**config.mk**
```make
export PLATFORM = sky130hd
export DESIGN_NAME = sample_decimator
export DESIGN_NICKNAME = d
export VERILOG_FILES = /design/src/rtl/audio_pkg.sv /design/src/rtl/sample_history.sv /design/src/rtl/sample_decimator.sv
export SDC_FILE = /design/constraint.sdc
export NUM_CORES = 1
export LEC_CHECK = 0
export ABC_CLOCK_PERIOD_IN_PS = 4000
export BUFFER_PORTS_ARGS = -buffer_cell sky130_fd_sc_hd__buf_4
export CORE_AREA = 2 2 119 121
export DETAILED_ROUTE_END_ITERATION = 10
export DIE_AREA = 0 0 121 123
export PLACE_DENSITY = 0.78
export SLEW_MARGIN = 20
export SYNTH_ARGS = -nofsm -noshare
export SYNTH_HDL_FRONTEND = slang
export SYNTH_SLANG_ARGS = --single-unit
```
**constraint.sdc**
```tcl
create_clock -name clock -period 4 [get_ports clock]
set_input_delay 1 -clock clock [delete_from_list [all_inputs] [get_ports clock]]
set_output_delay 1 -clock clock [all_outputs]
set_load 0.02 [all_outputs]
```
**src/rtl/audio_pkg.sv**
```systemverilog
// Shared audio-path definitions: codec/sample widths, sample type and decimator states.
package audio_pkg;

    localparam int AC97_WIDTH   = 20;
    localparam int SAMPLE_WIDTH = 12;

    typedef logic signed [SAMPLE_WIDTH-1:0] sample_t;

    typedef enum logic [1:0] {
        IDLE,
        ACCUM,
        ROUND
    } decimState_t;

endpackage

```
**src/rtl/sample_history.sv**
```systemverilog
// Circular history of the most recent codec samples feeding the boxcar FIR.
// Write pointer wrap is owned by the parent; reads are combinational.
module sample_history #(
    parameter int TAPS  = 4,
    parameter int WIDTH = 20
) (
    input  logic                    clock,
    input  logic                    reset,
    input  logic                    we,
    input  logic [$clog2(TAPS)-1:0] wr_ptr,
    input  logic [WIDTH-1:0]        wr_data,
    input  logic [$clog2(TAPS)-1:0] rd_idx,
    output logic [WIDTH-1:0]        rd_data
);

    logic [WIDTH-1:0] r_mem [TAPS];

    // Synchronous clear so ramp-up after reset always starts from silence
    always_ff @(posedge clock) begin
        if (reset) begin
            r_mem <= '{default: '0};
        end else if (we) begin
            r_mem[wr_ptr] <= wr_data;
        end
    end

    assign rd_data = r_mem[rd_idx];

endmodule

```
**src/rtl/sample_decimator.sv**
```systemverilog
// Boxcar low-pass and decimate codec samples, then hand each result to the delay
// stage with a one-cycle start pulse; overruns on either side raise a sticky flag.
module sample_decimator
    import audio_pkg::*;
#(
    parameter int IN_WIDTH  = AC97_WIDTH,
    parameter int OUT_WIDTH = SAMPLE_WIDTH,
    parameter int TAPS      = 4,
    parameter int DECIMATE  = 2
) (
    input  logic                        clock,
    input  logic                        reset,
    input  logic                        ready,
    input  logic signed [IN_WIDTH-1:0]  from_codec,
    input  logic                        downstream_done,
    output logic signed [OUT_WIDTH-1:0] sample_out,
    output logic                        start,
    output logic                        overrun
);

    localparam int LOG2_TAPS = $clog2(TAPS);
    localparam int ACC_W     = IN_WIDTH + LOG2_TAPS;
    localparam int SHIFT     = IN_WIDTH - OUT_WIDTH;
    localparam int PHASE_W   = (DECIMATE > 1) ? $clog2(DECIMATE) : 1;

    localparam logic signed [ACC_W-1:0] ROUND_OFFSET = ACC_W'(2 ** (SHIFT - 1));
    localparam logic signed [ACC_W-1:0] SAT_MAX      = ACC_W'((2 ** (OUT_WIDTH - 1)) - 1);
    localparam logic signed [ACC_W-1:0] SAT_MIN      = -SAT_MAX - ACC_W'(1);

    decimState_t                    r_state;
    logic [LOG2_TAPS-1:0]           r_wrPtr;
    logic [LOG2_TAPS-1:0]           r_idx;
    logic [PHASE_W-1:0]             r_phase;
    logic                           r_pending;
    logic signed [IN_WIDTH-1:0]     r_hold;
    logic signed [ACC_W-1:0]        r_acc;
    logic signed [OUT_WIDTH-1:0]    r_sampleOut;
    logic                           r_start;
    logic                           r_overrun;

    logic                           w_histWe;
    logic signed [IN_WIDTH-1:0]     w_histWrData;
    logic signed [IN_WIDTH-1:0]     w_histRd;
    logic signed [ACC_W-1:0]        w_histExt;
    logic signed [ACC_W-1:0]        w_mean;
    logic signed [ACC_W-1:0]        w_shifted;
    logic signed [OUT_WIDTH-1:0]    w_sat;

    // A held sample always takes priority over a fresh one arriving in the same cycle
    always_comb begin
        w_histWe     = (r_state == IDLE) && (ready || r_pending);
        w_histWrData = r_pending ? r_hold : from_codec;
        w_histExt    = ACC_W'(w_histRd);
    end

    sample_history #(
        .TAPS  (TAPS),
        .WIDTH (IN_WIDTH)
    ) u_history (
        .clock   (clock),
        .reset   (reset),
        .we      (w_histWe),
        .wr_ptr  (r_wrPtr),
        .wr_data (w_histWrData),
        .rd_idx  (r_idx),
        .rd_data (w_histRd)
    );

    // Mean, round half up into the narrower format, then clamp to its range
    always_comb begin
        w_mean    = r_acc >>> LOG2_TAPS;
        w_shifted = (w_mean + ROUND_OFFSET) >>> SHIFT;
        if (w_shifted > SAT_MAX) begin
            w_sat = SAT_MAX[OUT_WIDTH-1:0];
        end else if (w_shifted < SAT_MIN) begin
            w_sat = SAT_MIN[OUT_WIDTH-1:0];
        end else begin
            w_sat = w_shifted[OUT_WIDTH-1:0];
        end
    end

    always_ff @(posedge clock) begin
        if (reset) begin
            r_state     <= IDLE;
            r_wrPtr     <= '0;
            r_idx       <= '0;
            r_phase     <= '0;
            r_pending   <= 1'b0;
            r_hold      <= '0;
            r_acc       <= '0;
            r_sampleOut <= '0;
            r_start     <= 1'b0;
            r_overrun   <= 1'b0;
        end else begin
            r_start <= 1'b0;
            if (ready && r_pending) begin
                r_overrun <= 1'b1;
            end

            // Holding register: refilled by any ready that cannot be written directly
            if (r_state == IDLE) begin
                if (r_pending) begin
                    if (ready) begin
                        r_hold <= from_codec;
                    end else begin
                        r_pending <= 1'b0;
                    end
                end
            end else if (ready) begin
                r_hold    <= from_codec;
                r_pending <= 1'b1;
            end

            case (r_state)
                IDLE: begin
                    if (w_histWe) begin
                        r_wrPtr <= r_wrPtr + LOG2_TAPS'(1);
                        if (r_phase == PHASE_W'(DECIMATE - 1)) begin
                            r_phase <= '0;
                            r_acc   <= '0;
                            r_idx   <= '0;
                            r_state <= ACCUM;
                        end else begin
                            r_phase <= r_phase + PHASE_W'(1);
                        end
                    end
                end
                ACCUM: begin
                    r_acc <= r_acc + w_histExt;
                    r_idx <= r_idx + LOG2_TAPS'(1);
                    if (r_idx == LOG2_TAPS'(TAPS - 1)) begin
                        r_state <= ROUND;
                    end
                end
                ROUND: begin
                    r_sampleOut <= w_sat;
                    r_start     <= 1'b1;
                    if (!downstream_done) begin
                        r_overrun <= 1'b1;
                    end
                    r_state <= IDLE;
                end
                default: r_state <= IDLE;
            endcase
        end
    end

    assign sample_out = r_sampleOut;
    assign start      = r_start;
    assign overrun    = r_overrun;

endmodule
```
; After elaboration in Yosys (flattened, before gate mapping)
; Cells that the tools add are included.
[totals]
ff_bits = 144
output_inout_bits = 14
in_bits = 24
wordCells = 74
[classes]
bitwise_logic = 2
addsub = 5
n_eq_ne = 7
muxes = 31
magnitude_cmp = 5
n_reduce_logical = 10
[ops]
columns = cell, count
row1 = two-way mux 20 bit, 7
row2 = bitwise mux 80 bit, 1
row3 = two-way mux 22 bit, 2
row4 = case mux 22 bit (2 select lines), 1
row5 = binary-select mux 20 bit (select 2 bit), 1
row6 = demux 20 bit (select 2 bit), 1
row7 = two-way mux 12 bit, 2
row8 = adder 22 x 20 -> 22 bit, 1
row9 = adder 20 x 9 -> 21 bit (second input constant), 1
row10 = > comparator 13 x 12 -> 1 bit (second input constant), 1
row11 = < comparator 13 x 12 -> 1 bit (second input constant), 1
row12 = two-way mux 2 bit, 5
row13 = two-way mux 1 bit, 9
row14 = case mux 2 bit (2 select lines), 2
row15 = greater-or-equal comparator 3 bit (second input constant), 2
row16 = != test 2 bit (second input constant), 3
row17 = inverter 2 -> 3 bit, 2
row18 = AND reduction 3 bit, 2
row19 = adder 2 x 1 -> 2 bit (second input constant), 2
row20 = == test 2 bit (second input constant), 2
row21 = nonzero test 2 bit, 2
row22 = logical AND 1 bit, 3
row23 = < comparator 3 x 1 -> 1 bit (second input constant), 1
row24 = == test 2 x 1 -> 1 bit (second input constant), 1
row25 = other kinds (5), 5

; Depth between registers and ports, before layout
; Gate-level depths: netlist of run 1.
[depth]
word_depth = 6
ltp_mapped = 13
depth_no_buf = 11

; Modules after synthesis
; A second synthesis of run 1 with hierarchy kept.
[unflattened]
hier_cells = 762
area_unflattened_um2 = 7509.7
[modules_own_cells]
columns = module, cells_each, area_each_um2, seq_area_each_um2, instances
row1 = sample_decimator, 453, 3852.4, 1281.2, 1
row2 = sample_history, 309, 3657.3, 1601.5, 1

; Worst setup path after synthesis of run 1
; Ideal clock, no wire load.
[synth_path]
path_type = reg2reg
start = reg r_idx[1]
end = reg r_acc[21]
setup_time_ps = 120
path_buffers = 3
path_stages_with_launch = 13
period_less_slack_ps = 3426
t_arrival_ps = 3307
slack_ps = 574
required_time_ps = 3880
cell_sequence = dfxtp_1 > buf_1 > clkbuf_1 > mux4_2 > ha_1 > buf_6 > a21o_1 > o21bai_1 > a21oi_1 > o21ai_0 > or3_1 > and3_1 > a211o_1
[synth_via]
elab_chain_cells = 6
[synth_lines]
columns = element, line
row1 = from (decl), sample_decimator.sv:32  ; logic [LOG2_TAPS-1:0] r_idx;
row2 = from (signal assigned), sample_decimator.sv:130  ; r_idx <= r_idx + LOG2_TAPS'(1);
row3 = inverter 2 -> 3 bit (implied by the code), sample_history.sv:27  ; assign rd_data = r_mem[rd_idx];
row4 = binary-select mux 20 bit (select 2 bit), sample_history.sv:27
row5 = two-way mux 20 bit (implied by the code) (2 in a row), sample_history.sv:27
row6 = adder 22 x 20 -> 22 bit, sample_decimator.sv:129  ; r_acc <= r_acc + w_histExt;
row7 = case mux 22 bit (2 select lines), sample_decimator.sv:114  ; case (r_state)
row8 = to (signal assigned), sample_decimator.sv:129
row9 = to (decl), sample_decimator.sv:36  ; logic signed [ACC_W-1:0] r_acc;
; No other way between the ends. The select of a mux whose other input is x is not followed.
; A chain may end at the register's enable or synchronous reset.

; Final worst setup path of run 1
[layout_path]
start = reg r_idx[1]
end = reg r_acc[20]
; Same word-level chain as after synthesis.

==> results of run 1 <==
synth_stat cells (3+ instances only):
cell type / number
and2_1: 5
nor2b_1: 4
nor3_1: 10
nand4_1: 6
a211oi_1: 82
nor2_1: 127
a21o_1: 7
inv_1: 8
or3_1: 3
xnor2_1: 18
dfxtp_1: 144
a21oi_1: 48
mux2i_1: 23
nand2_1: 77
and2_0: 4
o21ai_0: 25
nand3_1: 7
o21bai_1: 3
a22oi_1: 9
nand2b_1: 3
mux4_2: 20
xor2_1: 8
ha_1: 27
clkbuf_1: 42
a311oi_1: 3
a41oi_1: 3
buf_2: 14
critical path: stages, from the launching register on:
cell and delay (ns):
dfxtp_1 0.61, buf_4 0.26, mux4_2 0.52, ha_1 0.42, a21oi_1 0.10, o21ai_0 0.27
and2_1 0.19, nor3_1 0.06, o41ai_1 0.48, mux2_2 0.39, nand3_1 0.07
worst min path at each step:
| stage | endpoint |
|---|---|
| 6_report | r_hold[10] |
| 5_1_grt | r_hold[13] |
| 4_1_cts | r_hold[13] |
| 3_5_place_dp | r_hold[13] |
| 3_3_place_gp | r_hold[17] |
| 2_1_floorplan | r_acc[8] |
flip-flops by register name, summed over array words and instances (netlist names):
| name | count |
|---|---|
| r_idx | 2 |
| r_state | 2 |
| sample_out | 12 |
| overrun | 1 |
| r_acc | 22 |
| r_pending | 1 |
| u_history.r_mem | 80 |
| start | 1 |
| r_wrPtr | 2 |
| r_phase | 1 |
| r_hold | 20 |
final cells by class:
| type | instances | area, sq um |
|---|---|---|
| Clock inverter | 14 | 180 |
| Sequential cell | 144 | 2880 |
| Inverter | 8 | 30.0 |
| Timing Repair Buffer | 49 | 368 |
| Clock buffer | 18 | 429 |
| Fill cell | 1192 | 5740 |
| Multi-Input combinational cell | 558 | 3750 |
| Tap cell | 180 | 225 |
kinds of logic after synthesis:
| family | Yosys count | share of synthesized area [%] |
|---|---|---|
| buffers and inverters | 67 | 4.00 |
| AO/OA/AOI/OAI | 204 | 20.0 |
| adder cells (fa/ha/maj) | 28 | 5.18 |
| AND/OR/NAND/NOR | 255 | 15.6 |
| XOR/XNOR | 26 | 3.30 |
| multiplexers | 45 | 10.2 |
| flip-flops | 144 | 41.7 |
per-layer routing:
layer | vias to the layer above | GRT usage (%) | wire, um
met1 | 2550 | 28.1 | 7280
met2 | 123 | 33.0 | 6750
li1 | 2783 | - | -
met3 | 23 | 4.43 | 573
met4 | 0 | 7.99 | 242
met5 | - | 0 | 0
through the flow:
| stage | instance area (sq um) | hold slack, ns |
|---|---|---|
| 2_1_floorplan | 6910 | 0.432 |
| 3_3_place_gp | 7260 | 0.441 |
| 3_5_place_dp | 7260 | 0.446 |
| 4_1_cts | 7870 | 0.455 |
| 5_1_grt | 7870 | 0.470 |
| 6_report | 7870 | 0.452 |
report_power, final:
group          total [uW]  leakage [uW]  internal [uW]  switching (uW)
Sequential           1600       0.00117           1530            62.6
Combinational         569       0.00138            237             332
Clock                1640      0.000291            993             648
==> summary.md, run 1 <==
| Metric | Value |
|---|---|
| Status | `finished, final reports clean` |
| Pins Over Slew Limit | `0` |
| Post-Syn Area | `0.00691 sq mm` |
| Crit path max fanout | `7` |
| R2R Path End | `r_acc[20]` |
| Max cap viols | `0` |
| DRT Pass-1 Iters | `4` |
| Worst-Margin Slew | `0.841 ns` |
| Worst Skew | `0.00900 ns` |
| RSZ-0062 raised after global routing | `no` |
| Average via count per standard cell | `5.64` |
| Hold depth | `2` |
| Vias in the first global route | `5141` |
| Die X | `121 um` |
| Share of cells above drive strength 1 | `14.2%` |
| Core area | `0.0136 sq mm` |
| Pwr dens | `484 mW/mm^2` |
| Startpoint types | `flip-flop` |
| HP Class | `reg2reg` |
| Final Hold Vio Count | `0` |
| Area share of the largest cell type after synthesis | `41.7%` |
| Post-synthesis cell count | `769` |
| DRT antenna net count | `0` |
| Post-Place Setup Slack | `0.637 ns` |
| Period utilization | `85.5%` |
| Sequential fraction of the synthesis area | `41.7%` |
| Relative slew margins | `43.8%` |
| Total power draw | `3810 uW` |
| Hold Buf Count CTS | `0` |
| Setup TNS Final | `0 ns` |
| DRC violations left | `0` |
| Via count | `5479` |
| N_diodes | `0` |
| Pin count of the biggest net entering global routing | `69` |
| GRT Total Usage | `20.8%` |
| Antenna violations before repair | `0` |
| Final WS setup | `0.579 ns` |
| Fraction of registers with async set/reset | `0%` |
| Post-CTS Setup Bufs | `0` |
| Drt first-iter violations | `378` |
| Post-cts sizing count | `0` |
| Drt wl/cell | `15.3 um` |
| Reg2reg setup slack | `0.58 ns` |
| Placed cell count | `939` |
| Most common cell after layout, fill and taps aside | `dfxtp_1` |
| Most frequent cells in the layout | `dfxtp_1, nor2_1, a211oi_1` |
| Final Non-Filler Cells | `971` |
| Clock transition at path regs | `0.06 ns` |
| Initial Utilization | `50.7%` |
| EDFF count, synth | `0` |
| Die area | `0.0149 sq mm` |
| Worst vdd ir | `0.000292 V` |
| Hold wc startpoint | `r_hold[10]` |
| Min Tclk post-route | `3.42 ns` |
| Post-synth cell types | `57` |
| Final core utilization | `57.8%` |
| Area leader, netlist | `dfxtp_1` |
| CTS H-tree depth | `4` |
| Routed WL | `14800 um` |
| P&R area growth vs syn | `14.0%` |
| Synthesized flop and latch total | `144` |
| Root Buffer | `clkbuf_16` |
| IO Pins | `38` |
| Vert. Die Dim | `123 um` |
| Synthesis Warnings | `0` |
| Area contributors post-synth | `dfxtp_1, a211oi_1, nor2_1` |
| Critical path data arrival time | `3.79 ns` |
| CP Data Required Time | `4.37 ns` |
| Crit. Startpoint | `r_idx[1]` |
| Post-Syn Area per Cell | `8.98 sq um` |
| Nets | `830` |
| # rows | `43` |
| CTS tree | `built` |
| CP Capture Point | `r_acc[20]` |
| FF-to-FF Start | `r_idx[1]` |
| DP HPWL | `10100 um` |
| Synthesized Nets | `821` |
| CTS Buf Count | `17` |
| Clock latency on the worst-skew pair | `0.43 ns` |
| Total gr overflow | `0` |
| Post-synth top flop | `dfxtp_1` |
| FMAX | `0.292 GHz` |
| Critical path class | `reg2reg` |
| Clock Sinks | `144` |
| Placer congestion estimate | `0.893` |
| Crit. End Element | `flip-flop` |
| R2R depth | `10` |
| Final Setup Violations | `0` |
| I/O Buffers | `37` |
| Clk buf depth | `2` |
| Leak pwr | `0.00284 uW` |
| First-pass GRT wire length | `24500 um` |
Note: power is estimated with default switching activity, not from simulation.
==> run 2: changes to the inputs <==
--- a/config.mk
+++ b/config.mk
@@ -12,3 +12,4 @@
 export DIE_AREA = 0 0 121 123
-export PLACE_DENSITY = 0.78
+export MAX_ROUTING_LAYER = met4
+export PLACE_DENSITY_LB_ADDON = 0.05
 export SLEW_MARGIN = 20
--- a/constraint.sdc
+++ b/constraint.sdc
@@ -3,2 +3,2 @@
 set_output_delay 1 -clock clock [all_outputs]
-set_load 0.02 [all_outputs]
+set_load 0.01 [all_outputs]
==> summary.md, run 2 (synthesized netlist as in run 1, its figures left out) <==
| Metric | Value |
|---|---|
| Max reg flops | `80 (unchanged)` |
| Leak pwr | `0.00281 uW (was 0.00284 uW)` |
| M2 GR Usage | `35.0% (was 33.0%)` |
| P&R area growth vs syn | `13.1% (was 14.0%)` |
| Critical path class | `reg2reg (unchanged)` |
| First-pass GRT wire length | `25300 um (was 24500 um)` |
| CTS tree | `built (unchanged)` |
| Biggest regs | `u_history.r_mem x80, r_acc x22, r_hold x20 (unchanged)` |
| DRT antenna net count | `0 (unchanged)` |
| Pin count of the biggest net entering global routing | `102 (was 69)` |
| IO Pins | `38 (unchanged)` |
| Initial Utilization | `50.7% (unchanged)` |
| RSZ-0062 raised after global routing | `no (unchanged)` |
| Clock transition at path regs | `0.06 ns (about the same)` |
| Root Buffer | `clkbuf_16 (unchanged)` |
| Setup TNS Final | `0 ns (unchanged)` |
| Die area | `0.0149 sq mm (unchanged)` |
| Nets | `828 (was 830)` |
| Die X | `121 um (unchanged)` |
| Vias in the first global route | `5121 (was 5141)` |
| Relative slew margins | `30.1% (was 43.8%)` |
| Final Setup Violations | `0 (unchanged)` |
| Status | `finished, final reports clean (unchanged)` |
| Post-cts sizing count | `0 (unchanged)` |
| GRT Total Usage | `22.3% (was 20.8%)` |
| Crit path max fanout | `10 (was 7)` |
| Startpoint types | `flip-flop (unchanged)` |
| Worst vdd ir | `0.000284 V (was 0.000292 V)` |
| Pins Over Slew Limit | `0 (unchanged)` |
| CP Data Required Time | `4.37 ns (about the same)` |
| DP HPWL | `10600 um (was 10100 um)` |
| Share of cells above drive strength 1 | `13.9% (was 14.2%)` |
| FMAX | `0.287 GHz (was 0.292 GHz)` |
| Hold Buf Count CTS | `0 (unchanged)` |
| Average via count per standard cell | `5.61 (was 5.64)` |
| Max cap viols | `0 (unchanged)` |
| Met1 Track Usage GR | `29.0% (was 28.1%)` |
| Antenna violations before repair | `0 (unchanged)` |
| Post-CTS Setup Bufs | `0 (unchanged)` |
| DRC violations left | `0 (unchanged)` |
| Worst-Margin Slew | `1.05 ns (was 0.841 ns)` |
| I/O Buffers | `37 (unchanged)` |
| Crit. End Element | `flip-flop (unchanged)` |
| Min Tclk post-route | `3.48 ns (was 3.42 ns)` |
| N_diodes | `0 (unchanged)` |
| Drt first-iter violations | `304 (was 378)` |
| Most common cell after layout, fill and taps aside | `dfxtp_1 (unchanged)` |
| Worst Skew | `0.00793 ns (was 0.00900 ns)` |
| Total gr overflow | `0 (unchanged)` |
| Largest Register | `u_history.r_mem (unchanged)` |
| Drt wl/cell | `15.6 um (was 15.3 um)` |
| Clock Sinks | `144 (unchanged)` |
| Grt met3 use | `4.43% (unchanged)` |
| Most frequent cells in the layout | `dfxtp_1, nor2_1, a211oi_1 (unchanged)` |
| Final Hold Vio Count | `0 (unchanged)` |
| Final core utilization | `57.4% (was 57.8%)` |
| DRT Pass-1 Iters | `5 (was 4)` |
| Critical path data arrival time | `3.85 ns (was 3.79 ns)` |
| Clk buf depth | `2 (unchanged)` |
| Filler cells | `1213 (was 1192)` |
| # rows | `43 (unchanged)` |
| Global route hottest layer | `met2 (unchanged)` |
| Placer congestion estimate | `0.963 (was 0.893)` |
| CTS Buf Count | `17 (unchanged)` |
| Core area | `0.0136 sq mm (unchanged)` |
| Clock latency on the worst-skew pair | `0.43 ns (about the same)` |
| Routed WL | `15100 um (was 14800 um)` |
| Via count | `5436 (was 5479)` |
| CTS H-tree depth | `4 (unchanged)` |
| Pwr dens | `470 mW/mm^2 (was 484 mW/mm^2)` |
| HP Class | `reg2reg (unchanged)` |
| Period utilization | `87.1% (was 85.5%)` |
| Vert. Die Dim | `123 um (unchanged)` |
## run 2: cell count changes in the layout (fill, tap and decap cells not counted), sizes merged
cell / delta
clkbuf: +2
buf: -2
clkinv: +4
bufinv: -2
inv: -4
## run 2: path summary, 6_finish.rpt
| check | slack, ns | end | cells past startpoint | start |
|---|---|---|---|---|
| worst min register to register | 0.45 | r_hold[5] | 2 | r_hold[5] |
| worst min-delay path | 0.45 | r_hold[5] | 2 | r_hold[5] |
| worst max-delay path | 0.52 | r_acc[20] | 11 | r_idx[1] |
| worst max register to register | 0.52 | r_acc[20] | 11 | r_idx[1] |
## run 2: through the flow
step / power, uW / cell area [sq um] / hold slack (ns) / worst slack, ns / std cells
floorplan: 2060 / 6910 / 0.432 / 0.574 / 769
CTS: 3710 / 7810 / 0.454 / 0.535 / 969
detailed placement: 2200 / 7240 / 0.446 / 0.577 / 937
global route: 3840 / 7810 / 0.478 / 0.267 / 969
global placement: 2180 / 7240 / 0.440 / 0.615 / 937
finish: 3670 / 7810 / 0.451 / 0.516 / 969
## run 2: cell type report
cell class	count	area (sq um)	share of cell area, %
Clock buffer	20	457	5.85
Clock inverter	12	111	1.43
Inverter	8	30.0	0.384
Multi-Input combinational cell	558	3750	48.0
Sequential cell	144	2880	36.9
Tap cell	180	225	2.88
Timing Repair Buffer	47	353	4.52
## run 2: routing by layer
metal  up-vias  share of wire (%)
met5         -                  0
met4         0                1.4
met3        14                3.5
met2       102                 47
met1      2542                 48
li1       2778                  -
## run 2: power by group
group          leakage, uW  switching (uW)  internal [uW]
clock network     0.000272             618            889
registers          0.00117            64.7           1530
logic              0.00137             331            237
## run 2: critical path, stage by stage (launching register included)
cell	delay (ns)
dfxtp_1	0.75
mux4_2	0.37
ha_1	0.16
inv_1	0.06
fa_1	0.40
nor2b_1	0.17
o2111ai_1	0.19
a21oi_1	0.27
nor3_1	0.09
o41ai_1	0.50
mux2_2	0.40
nand3_1	0.08
